[config.mk]
export PLATFORM = sky130hd
export DESIGN_NAME = mmio_port_responder
export DESIGN_NICKNAME = d
export VERILOG_FILES = /design/src/rtl/mmio_port_responder.sv
export SDC_FILE = /design/constraint.sdc
export NUM_CORES = 1
export LEC_CHECK = 0
export ABC_CLOCK_PERIOD_IN_PS = 3100
export BUFFER_PORTS_ARGS = -buffer_cell sky130_fd_sc_hd__buf_2
export CAP_MARGIN = 10
export CORE_MARGIN = 2
export CORE_UTILIZATION = 35
export DETAILED_ROUTE_END_ITERATION = 8
export GPL_ROUTABILITY_DRIVEN = 0
export PLACE_DENSITY = 0.64
export SLEW_MARGIN = 20
export SYNTH_ARGS = -nofsm -noshare
export SYNTH_HDL_FRONTEND = slang
export SYNTH_SLANG_ARGS = --single-unit
[constraint.sdc]
create_clock -name clk -period 3.1 [get_ports clk]
set_clock_uncertainty 0.15 [all_clocks]
set_input_delay 0.465 -clock clk [delete_from_list [all_inputs] [get_ports clk]]
set_output_delay 0.465 -clock clk [all_outputs]
set_load 0.01 [all_outputs]
[src/rtl/mmio_port_responder.sv]
// Memory-mapped I/O port responder: PORT_OUT, synchronized PORT_IN, W1C STATUS, optional down-counting TIMER.
// Latency: zero wait states; reads are combinational from registered state, writes commit at the clk edge.
// Backpressure: none; every access completes in the cycle it is presented (no handshake).
//
// Ports: clk/reset (async active-high), Address/WriteData/MemWrite/MemRead/ReadData/Hit processor side,
//        PortIn (async pins), PortOut (output register), Irq (OR of STATUS[1:0]).
// Register window at BASE_ADDR: 0x0 PORT_OUT (RW), 0x4 PORT_IN (RO), 0x8 STATUS (W1C), 0xC TIMER (RW).
// Build option: define MMIO_TIMER_EN to include the TIMER register and STATUS[1] (TIMER_DONE);
//               without it offset 0xC still decodes but reads 0 and ignores writes.
module mmio_port_responder #(
  parameter logic [31:0] BASE_ADDR = 32'hFFFF_0000
) (
  input  logic        clk,
  input  logic        reset,
  input  logic [31:0] Address,
  input  logic [31:0] WriteData,
  input  logic        MemWrite,
  input  logic        MemRead,
  output logic [31:0] ReadData,
  output logic        Hit,
  input  logic [7:0]  PortIn,
  output logic [31:0] PortOut,
  output logic        Irq
);

  localparam logic [1:0] SEL_PORT_OUT = 2'd0;
  localparam logic [1:0] SEL_PORT_IN  = 2'd1;
  localparam logic [1:0] SEL_STATUS   = 2'd2;
  localparam logic [1:0] SEL_TIMER    = 2'd3;

  logic [1:0]  regSel;
  logic        wrEn;
  logic        wrPortOut;
  logic        wrStatus;
  logic [31:0] portOutReg;
  logic [7:0]  s1;
  logic [7:0]  s2;
  logic [7:0]  prev;
  logic [1:0]  status;
  logic [1:0]  statusNext;
  logic        inChangedSet;
  logic        timerDoneSet;
  logic [31:0] timerCount;

  // Word-aligned addresses inside the 16-byte window only.
  assign Hit    = (Address[31:4] == BASE_ADDR[31:4]) && (Address[1:0] == 2'b00);
  assign regSel = Address[3:2];

  assign wrEn      = MemWrite & Hit;
  assign wrPortOut = wrEn && (regSel == SEL_PORT_OUT);
  assign wrStatus  = wrEn && (regSel == SEL_STATUS);

  always_ff @(posedge clk or posedge reset) begin
    if (reset) begin
      portOutReg <= '0;
    end else if (wrPortOut) begin
      portOutReg <= WriteData;
    end
  end

  assign PortOut = portOutReg;

  // Two-flop synchronizer plus a history flop for edge detection.
  always_ff @(posedge clk or posedge reset) begin
    if (reset) begin
      s1   <= '0;
      s2   <= '0;
      prev <= '0;
    end else begin
      s1   <= PortIn;
      s2   <= s1;
      prev <= s2;
    end
  end

  assign inChangedSet = (s2 != prev);

`ifdef MMIO_TIMER_EN
  logic wrTimer;

  assign wrTimer = wrEn && (regSel == SEL_TIMER);

  // A write always wins over the decrement, so a write of 0 stops the count silently.
  always_ff @(posedge clk or posedge reset) begin
    if (reset) begin
      timerCount <= '0;
    end else if (wrTimer) begin
      timerCount <= WriteData;
    end else if (timerCount != 32'd0) begin
      timerCount <= timerCount - 32'd1;
    end
  end

  // Only a decrement from 1 reaches zero "naturally"; a write never flags completion.
  assign timerDoneSet = !wrTimer && (timerCount == 32'd1);
`else
  assign timerCount   = '0;
  assign timerDoneSet = 1'b0;
`endif

  // Set events override a same-edge write-1-to-clear of the same bit.
  always_comb begin
    statusNext = status;
    if (wrStatus) begin
      statusNext = status & ~WriteData[1:0];
    end
    statusNext = statusNext | {timerDoneSet, inChangedSet};
  end

  always_ff @(posedge clk or posedge reset) begin
    if (reset) begin
      status <= '0;
    end else begin
      status <= statusNext;
    end
  end

  assign Irq = |status;

  // Reads return pre-write contents, so a simultaneous read+write sees the old value.
  always_comb begin
    ReadData = '0;
    if (Hit && MemRead) begin
      case (regSel)
        SEL_PORT_OUT: ReadData = portOutReg;
        SEL_PORT_IN:  ReadData = {24'b0, s2};
        SEL_STATUS:   ReadData = {30'b0, status};
        SEL_TIMER:    ReadData = timerCount;
        default:      ReadData = '0;
      endcase
    end
  end

endmodule

Word level (Yosys, flattened, before mapping)
Index checks and enable logic that the tools add are counted.
{"block": "word_totals", "wordCells": 24, "inputBits": 76, "regBits": 58}
{"block": "op_classes", "reduce_logical": 7, "n_eq_ne": 5, "muxes": 3, "n_bitwise": 4}
{"op": "case mux 32 bit (4 select lines)", "count": 1}
{"op": "2-to-1 mux 32 bit", "count": 1}
{"op": "equality test 28 bit (second input constant)", "count": 1}
{"op": "!= test 8 bit", "count": 1}
{"op": "equality test 2 bit (second input constant)", "count": 2}
{"op": "logical AND 1 bit", "count": 4}
{"op": "logical NOT 2 bit", "count": 2}
{"op": "AND 2 bit", "count": 1}
{"op": "equality test 2 x 1 -> 1 bit (second input constant)", "count": 1}
{"op": "2-to-1 mux 2 bit", "count": 1}
{"op": "NOT 2 bit", "count": 1}
{"op": "OR 2 x 1 -> 2 bit", "count": 1}
{"op": "OR reduction 2 bit", "count": 1}
{"op": "AND 1 bit", "count": 1}

Longest topological paths before layout
{"block": "logic_depth", "ltp_word": 6, "ltp_mapped": 5, "depth_no_buf": 4}

Least setup slack after synthesis
OpenSTA, ideal clock, no wires.
{"block": "synth_timing", "path_kind": "input to output", "start": "input Address[1]", "end": "output ReadData[21]", "t_arrival_ns": 2.339, "setup_slack_ns": 0.146, "n_path_buf": 1, "stages": 5, "path_cell_list": "or4b_1 > or4_4 > nor4_2 > clkbuf_1 > and2_1"}
{"block": "synth_between", "elab_chain_cells": 4}
{"element": "start, declared", "line_no": "15", "text": "input logic [31:0] Address,"}
{"element": "logical NOT 2 bit", "line_no": "46", "text": "assign Hit = (Address[31:4] == BASE_ADDR[31:4]) && (Address[1:0] == 2'b00);"}
{"element": "logical AND 1 bit", "line_no": "46"}
{"element": "logical AND 1 bit", "line_no": "123", "text": "if (Hit && MemRead) begin"}
{"element": "2-to-1 mux 32 bit", "line_no": "123"}
{"element": "end, declared", "line_no": "19", "text": "output logic [31:0] ReadData,"}
No other way between the ends.

Worst setup path after layout
{"block": "layout_timing", "start": "input Address[1]", "end": "output ReadData[2]"}
The elaborated chain is that of the path after synthesis.

==> impl_metrics.prom <==
# TYPE chip_impl_metric gauge
chip_impl_info{name="outcome",value="finished, final reports clean"} 1
chip_impl_metric{name="fmaxAchievable",unit="MHz"} 342
chip_impl_metric{name="post_synth_inst_count",unit=""} 177
chip_impl_metric{name="hpwl",unit="mm"} 4.40
chip_impl_metric{name="fp.dieArea",unit="um^2"} 7700
chip_impl_metric{name="timing.reg2reg.setup_slack",unit="ns"} 1.77
chip_impl_info{name="cp_cell_sequence",value="buf_2 -> or4b_1 -> or4_4 -> buf_4 -> nor4_2 -> buf_4 -> buf_2"} 1
chip_impl_metric{name="netlist_area",unit="um^2"} 2450
chip_impl_metric{name="whs",unit="ns"} 0.0864
chip_impl_metric{name="cp_data_arrival_time",unit="ns"} 2.31
chip_impl_info{name="r2r_end",value="status[0]"} 1
chip_impl_metric{name="setup_tns",unit="ns"} 0
chip_impl_info{name="synthTopCellsByArea",value="dfrtp_1 59%, mux2_2 14%, and2_1 6.1%"} 1
chip_impl_metric{name="detail_routed_via_count_per_cell",unit=""} 4.53
chip_impl_metric{name="io_buffers",unit=""} 141
chip_impl_metric{name="yosys_warnings",unit=""} 0
chip_impl_metric{name="clk_pin_slew",unit="ns"} 0.07
chip_impl_metric{name="cts_htree_levels",unit=""} 3
chip_impl_metric{name="core.rowCount",unit=""} 30
chip_impl_metric{name="clkSinkCount",unit=""} 58
chip_impl_info{name="worstHoldStart",value="PortIn[3]"} 1
chip_impl_info{name="min_path_type",value="input pin to flop"} 1
chip_impl_metric{name="synth.yosys.seq_area_share",unit="%"} 59.1
chip_impl_metric{name="cts_inserted_buffers",unit=""} 9
chip_impl_metric{name="drc",unit=""} 0
chip_impl_metric{name="worst_skew_pair_later_pin_latency",unit="ns"} 0.33
chip_impl_info{name="timing.critical_path.max_delay_family",value="simple AND/OR/NAND/NOR gates"} 1
chip_impl_metric{name="cp_peak_stage_delay",unit="ns"} 0.52
chip_impl_metric{name="synth_cell_types",unit=""} 30
chip_impl_metric{name="starting_utilization_of_the_core_area",unit="%"} 36.1
chip_impl_metric{name="antenna_cells",unit=""} 0
chip_impl_metric{name="grt_pass1_vias",unit=""} 1860
chip_impl_metric{name="drt.antenna.violating_nets",unit=""} 0
chip_impl_metric{name="detail_route.wl_per_cell",unit="um"} 13.9
chip_impl_metric{name="fin_crit",unit="ns"} 2.92
chip_impl_metric{name="avg_synthesized_cell_area",unit="um^2"} 13.9
chip_impl_info{name="cp-end-kind",value="output port"} 1
chip_impl_info{name="unrepaired_setup_endpoints_after_global_routing",value="false"} 1
chip_impl_metric{name="worst_ir_drop_vdd",unit="mV"} 0.285
chip_impl_metric{name="worst-path-stages",unit=""} 7
chip_impl_metric{name="cp_data_required_time",unit="ns"} 2.48
chip_impl_metric{name="cp_max_fo",unit=""} 5
chip_impl_info{name="critical_path.slowest_cell",value="or4b_1"} 1
chip_impl_metric{name="dr_total_vias",unit=""} 1949
chip_impl_metric{name="report.final.slew_viol_count",unit=""} 0
chip_impl_metric{name="grt_antenna_before_repair",unit=""} 0
chip_impl_metric{name="area_delta_synth_final",unit="%"} 43.8
chip_impl_metric{name="finalSetupViolations",unit=""} 0
chip_impl_metric{name="worst_max_slew_pin_slew",unit="ns"} 0.730
chip_impl_info{name="reg2reg_from",value="s2[3]"} 1
chip_impl_metric{name="detail_route.wirelength",unit="mm"} 6.00
chip_impl_metric{name="power-per-cell-area",unit="nW/um^2"} 448
chip_impl_info{name="tritoncts",value="built"} 1
chip_impl_metric{name="grt_pass1_wl",unit="mm"} 9.01
chip_impl_info{name="leading_cell_type_in_the_layout_fill_and_taps_excluded",value="buf_2"} 1
chip_impl_metric{name="clock_tree.buffer_depth",unit=""} 2
chip_impl_metric{name="design.final.nets",unit=""} 406
chip_impl_metric{name="critical_path.n_buffers_inverters",unit=""} 4
chip_impl_metric{name="syn-num-nets",unit=""} 253
chip_impl_metric{name="design.core.area",unit="um^2"} 6790
chip_impl_metric{name="synth_seq_cells",unit=""} 58
chip_impl_metric{name="ff2ff_path_depth",unit=""} 3
chip_impl_metric{name="firstDrtPassIters",unit=""} 4
chip_impl_metric{name="slew_headroom",unit="%"} 51.3
chip_impl_metric{name="floorplan.die.width",unit="um"} 87.8
chip_impl_metric{name="post_route_cells_drive_above_1_share",unit="%"} 60.5
chip_impl_info{name="worst_setup_path_startpoint",value="Address[1]"} 1
chip_impl_metric{name="dieHeight",unit="um"} 87.8
chip_impl_info{name="path_class",value="input pin to output port"} 1
chip_impl_metric{name="drt_iter0_drc",unit=""} 131
chip_impl_info{name="start_kind",value="input pin"} 1
chip_impl_metric{name="grt_max_degree",unit=""} 59
chip_impl_metric{name="top_level_ports",unit=""} 142
chip_impl_info{name="worst_setup_path_endpoint",value="ReadData[2]"} 1
chip_impl_info{name="cts_root_buffer",value="clkbuf_8"} 1
chip_impl_metric{name="p_leak",unit="nW"} 1.97
chip_impl_metric{name="globalRouteOverflowTotal",unit=""} 0
chip_impl_metric{name="maxCapViolCount",unit=""} 0
chip_impl_metric{name="post-route-period-util",unit="%"} 94.2
chip_impl_info{name="synthDominantAreaCellType",value="dfrtp_1"} 1
chip_impl_metric{name="finalHoldViolations",unit=""} 0
chip_impl_metric{name="global_route_usage_over_all_layers",unit="%"} 15.6
chip_impl_metric{name="synth.top_cell.area_share",unit="%"} 59.1
chip_impl_info{name="layout.cells.most_common_list",value="141 x buf_2, 58 x dfrtp_1, 31 x mux2_2"} 1
[state kept, by name (all words and copies together) (netlist names)]
register	count
prev	8
s1	8
PortOut	32
status	2
s2	8
[worst register-to-register path, delay by kind of cell, from the launching register on]
| kind | cells | cell delay, ns |
|---|---|---|
| xor gates and xnor gates | 1 | 0.17 |
| and+or+nand+nor | 2 | 0.47 |
| DFF | 1 | 0.41 |
[what timing repair did]
item / 4_1_cts / 5_1_grt
hold buffers: 0 / 0
endpoints found under the hold margin: 0 / 0
resized for setup: 0 / 7
setup buffers: 0 / 0
endpoints found under the setup margin: 0 / 17
[Yosys cell counts (all sizes together)]
cell type,count
nand3b,2
or4,1
nand4b,2
nand2,2
inv,2
or2,1
mux2i,8
o41a,1
mux2,32
nand4,2
buf,4
nor2,3
nand2b,2
and2,24
dfrtp,58
nor4,11
nand3,1
and3,2
or4b,1
nor4b,2
and4,1
o21ai,2
xor2,8
o41ai,1
clkbuf,4
[metrics by stage]
stage	util (%)	std cells	cell area [um^2]	power, mW	setup slack, ns
6_report	52.0	430	3530	1.58	0.178
5_1_grt	52.0	430	3530	1.66	0.0704
4_1_cts	51.6	429	3500	1.60	0.0422
3_5_place_dp	48.6	414	3300	0.887	0.0411
3_3_place_gp	48.6	414	3300	0.885	-0.0673
2_1_floorplan	-	177	2450	0.829	0.146
[layout make-up]
| class | count | area, um^2 |
|---|---|---|
| repair buffers | 150 | 790 |
| clock buffers | 13 | 169 |
| inverters | 2 | 7.51 |
| fillers | 620 | 3260 |
| clock inverters | 2 | 35.0 |
| well taps | 96 | 120 |
| flip-flops and latches | 58 | 1450 |
| multi-input cells | 109 | 958 |
[metal layers]
layer  global-route usage, %  share of wire [%]  up-vias
li1                        -                  -      929
met1                    19.5                 41      926
met2                    25.4                 50       85
met3                    4.24                7.3        9
met4                    6.85                1.6        0
met5                       0                  0        -
[where the power goes]
part / leakage (nW) / total (mW) / internal [mW] / switching [mW]
clock network: 0.106 / 0.709 / 0.432 / 0.277
logic: 1.11 / 0.0904 / 0.0467 / 0.0438
registers: 0.750 / 0.781 / 0.773 / 0.00842
total: 1.97 / 1.58 / 1.25 / 0.330
[logic make-up (layout without fill, tap and decap cells)]
kind of cell	count (synthesis)	in the layout	synth area share, %
flops	58	58	59.1
compound gates	4	4	1.22
buf+inv	10	167	2.45
mux	40	40	17.9
xor+xnor	8	8	2.85
simple gates	57	57	16.4
[worst min-delay path by stage]
stage | slack, ns | to | depth (start not counted)
detailed placement | 0.18 | s2[2] | 0
floorplan | 0.18 | s2[0] | 0
global route | 0.06 | s1[1] | 1
finish | 0.09 | s1[3] | 1
CTS | 0.07 | s1[3] | 1
global placement | 0.18 | s2[2] | 0
No activity file was read; power rests on OpenSTA's default activity.
